===== config.mk =====
export PLATFORM = sky130hd
export DESIGN_NAME = filtro_biquad_cascada
export DESIGN_NICKNAME = d
export VERILOG_FILES = /design/src/rtl/filtro_biquad_cascada.sv
export SDC_FILE = /design/constraint.sdc
export NUM_CORES = 1
export LEC_CHECK = 0
export CORE_UTILIZATION = 65
export DETAILED_ROUTE_END_ITERATION = 7
export DONT_BUFFER_PORTS = 1
export PLACE_DENSITY = 0.81
export SYNTH_ARGS = -nofsm -noshare
export SYNTH_HDL_FRONTEND = slang
export SYNTH_SLANG_ARGS = --single-unit

===== constraint.sdc =====
create_clock -name clk -period 13.67 [get_ports clk]
set_clock_uncertainty 0.15 [all_clocks]
set_input_delay 4.101 -clock clk [delete_from_list [all_inputs] [get_ports clk]]
set_output_delay 4.101 -clock clk [all_outputs]
set_load 0.03 [all_outputs]

===== src/rtl/filtro_biquad_cascada.sv =====
// Cascade of direct-form-II biquad sections time-sharing one signed MAC.
// An internal FSM walks F0,F1,Y0,Y1,Y2 per section; five edges per section.
module filtro_biquad_cascada #(
  parameter int unsigned N         = 16,
  parameter int unsigned FRAC      = 8,
  parameter int unsigned SECCIONES = 2
) (
  input  logic                       clk,
  input  logic                       reset,
  input  logic                       start,
  input  logic                       clr,
  input  logic [N-1:0]               uk,
  input  logic [5*N*SECCIONES-1:0]   coef,
  output logic [N-1:0]               yk,
  output logic                       done,
  output logic                       busy
);

  localparam int unsigned ACCW = 2*N + 2;
  localparam int unsigned PW   = 2*N;
  localparam int unsigned CW   = 5*N*SECCIONES;
  localparam int unsigned SW   = (SECCIONES > 1) ? $clog2(SECCIONES) : 1;

  localparam logic [2:0] IDLE = 3'd0;
  localparam logic [2:0] F0   = 3'd1;
  localparam logic [2:0] F1   = 3'd2;
  localparam logic [2:0] Y0   = 3'd3;
  localparam logic [2:0] Y1   = 3'd4;
  localparam logic [2:0] Y2   = 3'd5;

  logic [2:0]             state, state_n;
  logic [SW-1:0]          sec;
  logic [CW-1:0]          coef_q;
  logic signed [N-1:0]    x, fk;
  logic signed [N-1:0]    f1 [SECCIONES];
  logic signed [N-1:0]    f2 [SECCIONES];
  logic signed [ACCW-1:0] acc;

  logic signed [N-1:0]    cf [SECCIONES][5];
  logic signed [N-1:0]    f1s_c, f2s_c, ca_c, sb_c, res_c;
  logic signed [PW-1:0]   prod_c;
  logic signed [ACCW-1:0] base_c, prodx_c, acc_n_c;
  logic                   sub_c, last_c;

  // Floor shift by FRAC, then clamp to the N-bit signed range.
  function automatic logic signed [N-1:0] sat(input logic signed [ACCW-1:0] v);
    logic signed [ACCW-1:0] sh;
    sh = v >>> FRAC;
    if ((&sh[ACCW-1:N-1]) || !(|sh[ACCW-1:N-1])) return sh[N-1:0];
    return sh[ACCW-1] ? {1'b1, {(N-1){1'b0}}} : {1'b0, {(N-1){1'b1}}};
  endfunction

  // Unpack latched coefficients and pick the current section's delay states.
  always_comb begin
    f1s_c = '0;
    f2s_c = '0;
    for (int s = 0; s < SECCIONES; s++) begin
      for (int i = 0; i < 5; i++) cf[s][i] = coef_q[(5*s+i)*N +: N];
    end
    for (int s = 0; s < SECCIONES; s++) begin
      if (sec == SW'(s)) begin
        f1s_c = f1[s];
        f2s_c = f2[s];
      end
    end
  end

  // Operand select and shared multiply-accumulate.
  always_comb begin
    ca_c   = '0;
    sb_c   = '0;
    base_c = '0;
    sub_c  = 1'b0;
    for (int s = 0; s < SECCIONES; s++) begin
      if (sec == SW'(s)) begin
        case (state)
          F0:      ca_c = cf[s][3];
          F1:      ca_c = cf[s][4];
          Y0:      ca_c = cf[s][0];
          Y1:      ca_c = cf[s][1];
          Y2:      ca_c = cf[s][2];
          default: ca_c = '0;
        endcase
      end
    end
    case (state)
      F0: begin
        sb_c   = f1s_c;
        base_c = {{(ACCW-N){x[N-1]}}, x} <<< FRAC;
        sub_c  = 1'b1;
      end
      F1: begin
        sb_c   = f2s_c;
        base_c = acc;
        sub_c  = 1'b1;
      end
      Y0: sb_c = fk;
      Y1: begin
        sb_c   = f1s_c;
        base_c = acc;
      end
      Y2: begin
        sb_c   = f2s_c;
        base_c = acc;
      end
      default: ;
    endcase
    prod_c  = PW'(ca_c) * PW'(sb_c);
    prodx_c = {{2{prod_c[PW-1]}}, prod_c};
    acc_n_c = sub_c ? (base_c - prodx_c) : (base_c + prodx_c);
    res_c   = sat(acc_n_c);
    last_c  = (sec == SW'(SECCIONES-1));
  end

  // Next-state logic.
  always_comb begin
    state_n = state;
    case (state)
      IDLE:    if (start) state_n = F0;
      F0:      state_n = F1;
      F1:      state_n = Y0;
      Y0:      state_n = Y1;
      Y1:      state_n = Y2;
      Y2:      state_n = last_c ? IDLE : F0;
      default: state_n = IDLE;
    endcase
  end

  // State register.
  always_ff @(posedge clk or negedge reset) begin
    if (!reset) state <= IDLE;
    else        state <= state_n;
  end

  // Datapath registers, delay lines and handshake outputs.
  always_ff @(posedge clk or negedge reset) begin
    if (!reset) begin
      sec    <= '0;
      coef_q <= '0;
      x      <= '0;
      fk     <= '0;
      acc    <= '0;
      yk     <= '0;
      done   <= 1'b0;
      busy   <= 1'b0;
      for (int s = 0; s < SECCIONES; s++) begin
        f1[s] <= '0;
        f2[s] <= '0;
      end
    end else begin
      done <= 1'b0;
      case (state)
        IDLE: begin
          if (clr) begin
            for (int s = 0; s < SECCIONES; s++) begin
              f1[s] <= '0;
              f2[s] <= '0;
            end
          end
          if (start) begin
            x      <= $signed(uk);
            coef_q <= coef;
            sec    <= '0;
            busy   <= 1'b1;
          end
        end
        F1: begin
          acc <= acc_n_c;
          fk  <= res_c;
        end
        Y2: begin
          acc <= acc_n_c;
          x   <= res_c;
          for (int s = 0; s < SECCIONES; s++) begin
            if (sec == SW'(s)) begin
              f2[s] <= f1[s];
              f1[s] <= fk;
            end
          end
          if (last_c) begin
            yk   <= res_c;
            done <= 1'b1;
            busy <= 1'b0;
          end else begin
            sec <= sec + SW'(1);
          end
        end
        default: acc <= acc_n_c;
      endcase
    end
  end

endmodule


* Word-level counts from Yosys, hierarchy flattened
Index checks and enable logic that the tools add are counted.
Word-level totals: flip-flop bits (word level) 312, bits in latches 0, RAM bits 0, ROM bits 0, output and inout port bits 18, logic and storage cells 75, memories 0
Operators by class: add/sub/neg operators 3, multipliers 1, divide/modulo/power cells 0, $lt $le $gt $ge 0, equality and inequality tests 9, shifts and indexed selects 0, mux-type cells 33, bitwise gates (word level) 0, reductions and logical operators 16
Operators by type and width (count):
- 2-to-1 mux 16 bit | 11
- case mux 16 bit (5 select lines) | 2
- case mux 32 bit (2 select lines) | 2
- case mux 34 bit (2 select lines) | 1
- case mux 16 bit (3 select lines) | 1
- adder 34 x 32 -> 34 bit | 1
- 2-to-1 mux 34 bit | 1
- subtractor 34 x 32 -> 34 bit | 1
- multiplier 16 x 16 -> 32 bit | 1
- 2-to-1 mux 32 bit | 1
- case mux 16 bit (2 select lines) | 1
- case mux 3 bit (6 select lines) | 1
- AND reduction 11 bit | 1
- OR reduction 11 bit | 1
- 2-to-1 mux 1 bit | 9
- AND reduction 3 bit | 3
- inequality test 2 bit, second input constant | 4
- == test 3 x 2 -> 1 bit, second input constant | 2
- == test 3 bit, second input constant | 2
- AND reduction 2 bit | 3
- OR reduction 2 bit | 3
- case mux 1 bit (2 select lines) | 2
- == test 3 x 1 -> 1 bit, second input constant | 1
- zero test 3 bit | 1
- 6 further kinds | 6

* Logic depth before layout (Yosys ltp)
word-level depth 12, depth in mapped cells 48

* Worst setup path after synthesis
Ideal clock, no wire load.
path type reg-to-reg, start register state[0], end register fk[7], library setup time 0.137 ns, arrival 11.511 ns, data required time 13.383 ns, setup slack 1.872 ns, stages on the path, launching flop included 43, buffers on the path 6, period minus slack after synthesis 11.798 ns, cell sequence dfrtp_1 clkbuf_1 nor3b_1 clkbuf_1 buf_1 buf_1 nand2_1 a31oi_1 clkbuf_1 nand2_1 fa_1 inv_1 fa_1 fa_1 fa_1 fa_1 inv_1 fa_1 (+7 left out) a211o_1 or3_1 or4_1 o31ai_1 xor2_1 ha_1 a21oi_1 o21bai_1 a21o_1 a21oi_1 o211ai_1 nand2_1 xor2_1 nand2_1 or4b_2 a21oi_1 buf_2 a21oi_1
On the way: cells in the longest elaborated chain, start to end 11, elaborated cells between the ends (all ways) 27
Ends and longest elaborated chain:
- from (decl) | RTL line 31 | logic [2:0] state, state_n;
- from (signal assigned) | RTL line 132 | else state <= state_n;
- == test 3 bit, or another cell as far along | RTL line 76, 86
- case mux 16 bit (5 select lines) / OR reduction 2 bit (equally long branches)
- 2-to-1 mux 16 bit / case mux 16 bit (3 select lines) (equally long branches) | RTL line 75, 86
- multiplier 16 x 16 -> 32 bit | RTL line 108 | prod_c = PW'(ca_c) * PW'(sb_c);
- adder 34 x 32 -> 34 bit / subtractor 34 x 32 -> 34 bit (equally long branches) | RTL line 110 | acc_n_c = sub_c ? (base_c - prodx_c) : (base_c + prodx_c);
- 2-to-1 mux 34 bit | RTL line 110
- OR reduction 11 bit | RTL line 49 | if ((&sh[ACCW-1:N-1]) || !(|sh[ACCW-1:N-1])) return sh[N-1:0];
- zero test 1 bit | RTL line 49
- logical OR 1 bit | RTL line 49
- 2-to-1 mux 1 bit | RTL line 49
- 2-to-1 mux 16 bit | RTL line 50 | return sh[ACCW-1] ? {1'b1, {(N-1){1'b0}}} : {1'b0, {(N-1){1'b1}}};
- to (signal assigned) | RTL line 169 | fk <= res_c;
- to (decl) | RTL line 34 | logic signed [N-1:0] x, fk;
Several ways; a longest one is shown, not always the timed one. The select of a mux whose other input is x is not followed. A chain may end at the register's enable or synchronous reset.

* Worst setup path after layout
start register state[0], end register yk[0]
On the way: cells in the longest elaborated chain, start to end 11, elaborated cells between the ends (all ways) 28
Ends and longest elaborated chain:
- == test 3 bit, or another cell as far along | RTL line 76, 86, 152
- case mux 16 bit (5 select lines) / OR reduction 2 bit (equally long branches)
- 2-to-1 mux 16 bit / case mux 16 bit (3 select lines) (equally long branches) | RTL line 75, 86
- multiplier 16 x 16 -> 32 bit | RTL line 108
- adder 34 x 32 -> 34 bit / subtractor 34 x 32 -> 34 bit (equally long branches) | RTL line 110
- 2-to-1 mux 34 bit | RTL line 110
- OR reduction 11 bit | RTL line 49
- zero test 1 bit | RTL line 49
- logical OR 1 bit | RTL line 49
- 2-to-1 mux 1 bit | RTL line 49
- 2-to-1 mux 16 bit | RTL line 50
- to (signal assigned) | RTL line 181 | yk <= res_c;
- to (decl) | RTL line 14 | output logic [N-1:0] yk,
Several ways; a longest one is shown, not always the timed one. The select of a mux whose other input is x is not followed.

==> results.cfg <==
[outcome]
status = finished clean

[clock_tree]
postCtsHoldBufs = 0
path_clk_slew_ns = 0.07
insertion_delay_ns = 0.56
cts_max_path_buffers = 3
numCtsBuffers = 34
clockRootBuffer = clkbuf_16
cts.sinks = 312
cts_tree = yes
cts_max_level = 2

[worst_setup_path]
crit_start = state[0]
critPathRequiredTime_ns = 13.97
timing.rr.end = yk[0]
rr_worst_depth = 40
path_max_fanout = 26
crit_end = yk[0]
cp-end-kind = register
slowest_delay_ns = 0.75
timing.critical_path.mode_cell = fa_1
arrival_ns = 13.18
critPathLaunchType = register
reg2reg_slack_ns = 0.79
timing.rr.start = state[0]
crit_type = register to register
cpMaxStageDelayCell = dfrtp_1

[route]
drt_iter0_drc = 2288
route.detailed.drc = 0
routed_wl_mm = 79.79
vias = 23130
viasPerCell = 6.376
wl_per_cell_um = 21.99
firstDrtPassIters = 8
drtAntennaViolNets = 0

[sta]
finalHoldViolCount = 0
worst_slew_pin_slew_ns = 1.283
drv_slew = 0
whs_ns = 0.3213
min_period_ns = 12.88
relSlewSlack = 0.1336
fin_crit_sh = 0.9425
setup-violations-final = 0
tns_ns = 0
fmax_mhz = 77.62

[floorplanning]
initial_core_util = 0.6621
dieArea_um2 = 42600
io_pins = 198
fp.dieW_um = 206.4
rows = 74
die_h_um = 206.4
core_area_um2 = 41020

[yosys]
syn_area_um2 = 27160
netlist.area_leader.share = 0.2875
synth_common_cells = 762 x nand2_1, 343 x inv_1, 312 x dfrtp_1
postSynthAreaPerCell_um2 = 8.624
yosysTopAreaCell = dfrtp_1
synth_seq_area_share = 0.2875
ys_types = 91
synth-async-reset-ratio = 1.000
synthTopCellsByArea = dfrtp_1 29%, fa_1 19%, nand2_1 11%
ys_warn_count = 0
synthesis.instances = 3149
yosys.cell_count.top_type = nand2_1
syn-num-nets = 3710
yosys_most_used_dff = dfrtp_1
ys_seq_elements = 312
synth_enable_flop_cells = 0

[global_routing]
gr-total-overflow = 0
antenna_found_initial = 1
grt_max_degree = 313
grt_pass1_wl_mm = 125.6
grt_usage = 0.3865
grt_pass1_vias = 23450

[layout]
design_area_um2 = 28800
fin_cells = 3628
antenna_cells = 0
drive_above_1_share = 0.05879
area_growth_pct = 6.063
fin_nets = 3637

[worst_hold_path]
hold_path_class = register to register
whs_path_depth = 2

[run]
drv_cap = 0

[placed_design]
gp_congestion = 0.9705
detailed_place.area_um2 = 27650
portBuffers = 0
dp.cells = 3570
dpl.hpwl_mm = 59.52
-- what timing repair did --
action	CTS	global route
buffers inserted	0	1
endpoints found under the setup margin	0	30
endpoints found under the hold margin	0	0
gates resized for setup	0	5
-- cell usage in the layout, fill, tap and decap left out, types with 5 or more instances in the layout --
| master | instances |
|---|---|
| nand3b_1 | 5 |
| ha_1 | 117 |
| xnor2_1 | 50 |
| and2_1 | 43 |
| a21o_1 | 35 |
| o211ai_1 | 16 |
| a211oi_1 | 27 |
| a22o_1 | 56 |
| nor3_1 | 23 |
| o31ai_1 | 18 |
| xor2_1 | 26 |
| a211o_1 | 11 |
| o221ai_2 | 11 |
| o21a_1 | 11 |
| dfrtp_1 | 311 |
| a22oi_1 | 45 |
| nand2_1 | 761 |
| inv_1 | 343 |
| fa_1 | 264 |
| nor4_1 | 5 |
| or3_1 | 15 |
| a221oi_1 | 13 |
| and3_1 | 22 |
| nand3_1 | 42 |
| nand4_1 | 25 |
| nor2_1 | 197 |
| buf_4 | 58 |
| o221ai_1 | 11 |
| nor2b_1 | 35 |
| or2_2 | 12 |
| nand2b_1 | 26 |
| o21bai_1 | 10 |
| mux2i_1 | 36 |
| o22ai_1 | 7 |
| o21ai_0 | 100 |
| a21oi_1 | 111 |
| clkbuf_8 | 9 |
| clkbuf_16 | 34 |
| a31oi_1 | 33 |
-- kinds of logic after synthesis --
family,synth area share
AND/OR/NAND/NOR,0.2014
AO/OA/AOI/OAI,0.1508
buffers and inverters,0.07233
adder cells (fa/ha/maj),0.2485
flip-flops,0.2875
XOR/XNOR,0.02451
multiplexers,0.01493
-- state kept, by name (all words and copies together) (netlist names) --
| signal | flops |
|---|---|
| acc | 34 |
| busy | 1 |
| coef_q | 160 |
| done | 1 |
| f1 | 32 |
| f2 | 32 |
| fk | 16 |
| last_c | 1 |
| state | 3 |
| x | 16 |
| yk | 16 |
-- routing by layer --
| metal | track usage | up-vias | wire length [um] |
|---|---|---|---|
| li1 | - | 10220 | - |
| met1 | 0.5203 | 11510 | 31710 |
| met2 | 0.6026 | 1136 | 36680 |
| met3 | 0.07584 | 261 | 7472 |
| met4 | 0.1833 | 0 | 3935 |
| met5 | 0 | - | 0 |
-- area by class of cell --
| type | count | area (um2) |
|---|---|---|
| Clock buffer | 45 | 982.2 |
| Clock inverter | 11 | 121.4 |
| Fill cell | 3159 | 12210 |
| Inverter | 344 | 1291 |
| Multi-Input combinational cell | 2325 | 17480 |
| Sequential cell | 312 | 7809 |
| Tap cell | 532 | 665.6 |
| Timing Repair Buffer | 59 | 455.4 |
-- how the worst min path moves through the flow --
| stage | from | endpoint | slack (ns) |
|---|---|---|---|
| 2_1_floorplan | acc[1] | acc[1] | 0.28 |
| 3_3_place_gp | acc[1] | acc[1] | 0.30 |
| 3_5_place_dp | acc[1] | acc[1] | 0.31 |
| 4_1_cts | acc[28] | acc[28] | 0.32 |
| 5_1_grt | acc[10] | acc[10] | 0.34 |
| 6_report | acc[23] | acc[23] | 0.32 |
-- stage by stage --
stage,util,setup slack [ns]
5_1_grt,0.7022,-0.01216
4_1_cts,0.7010,0.6534
3_3_place_gp,0.6741,0.9681
3_5_place_dp,0.6741,0.7507
6_report,0.7022,0.7862
2_1_floorplan,-,1.872
-- critical path, delay by kind of cell (launching register included) --
| family | cells | cell delay, ns |
|---|---|---|
| adder cells (fa/ha/maj) | 8 | 3.74 |
| AO/OA/AOI/OAI | 14 | 2.89 |
| flip-flops | 1 | 0.75 |
| XOR/XNOR | 3 | 0.82 |
| AND/OR/NAND/NOR | 9 | 3.59 |
| buffers and inverters | 6 | 0.77 |
Power is left out: the tool's default activity adds up to more than one toggle a clock period on the data nets, which glitch-free logic cannot reach.
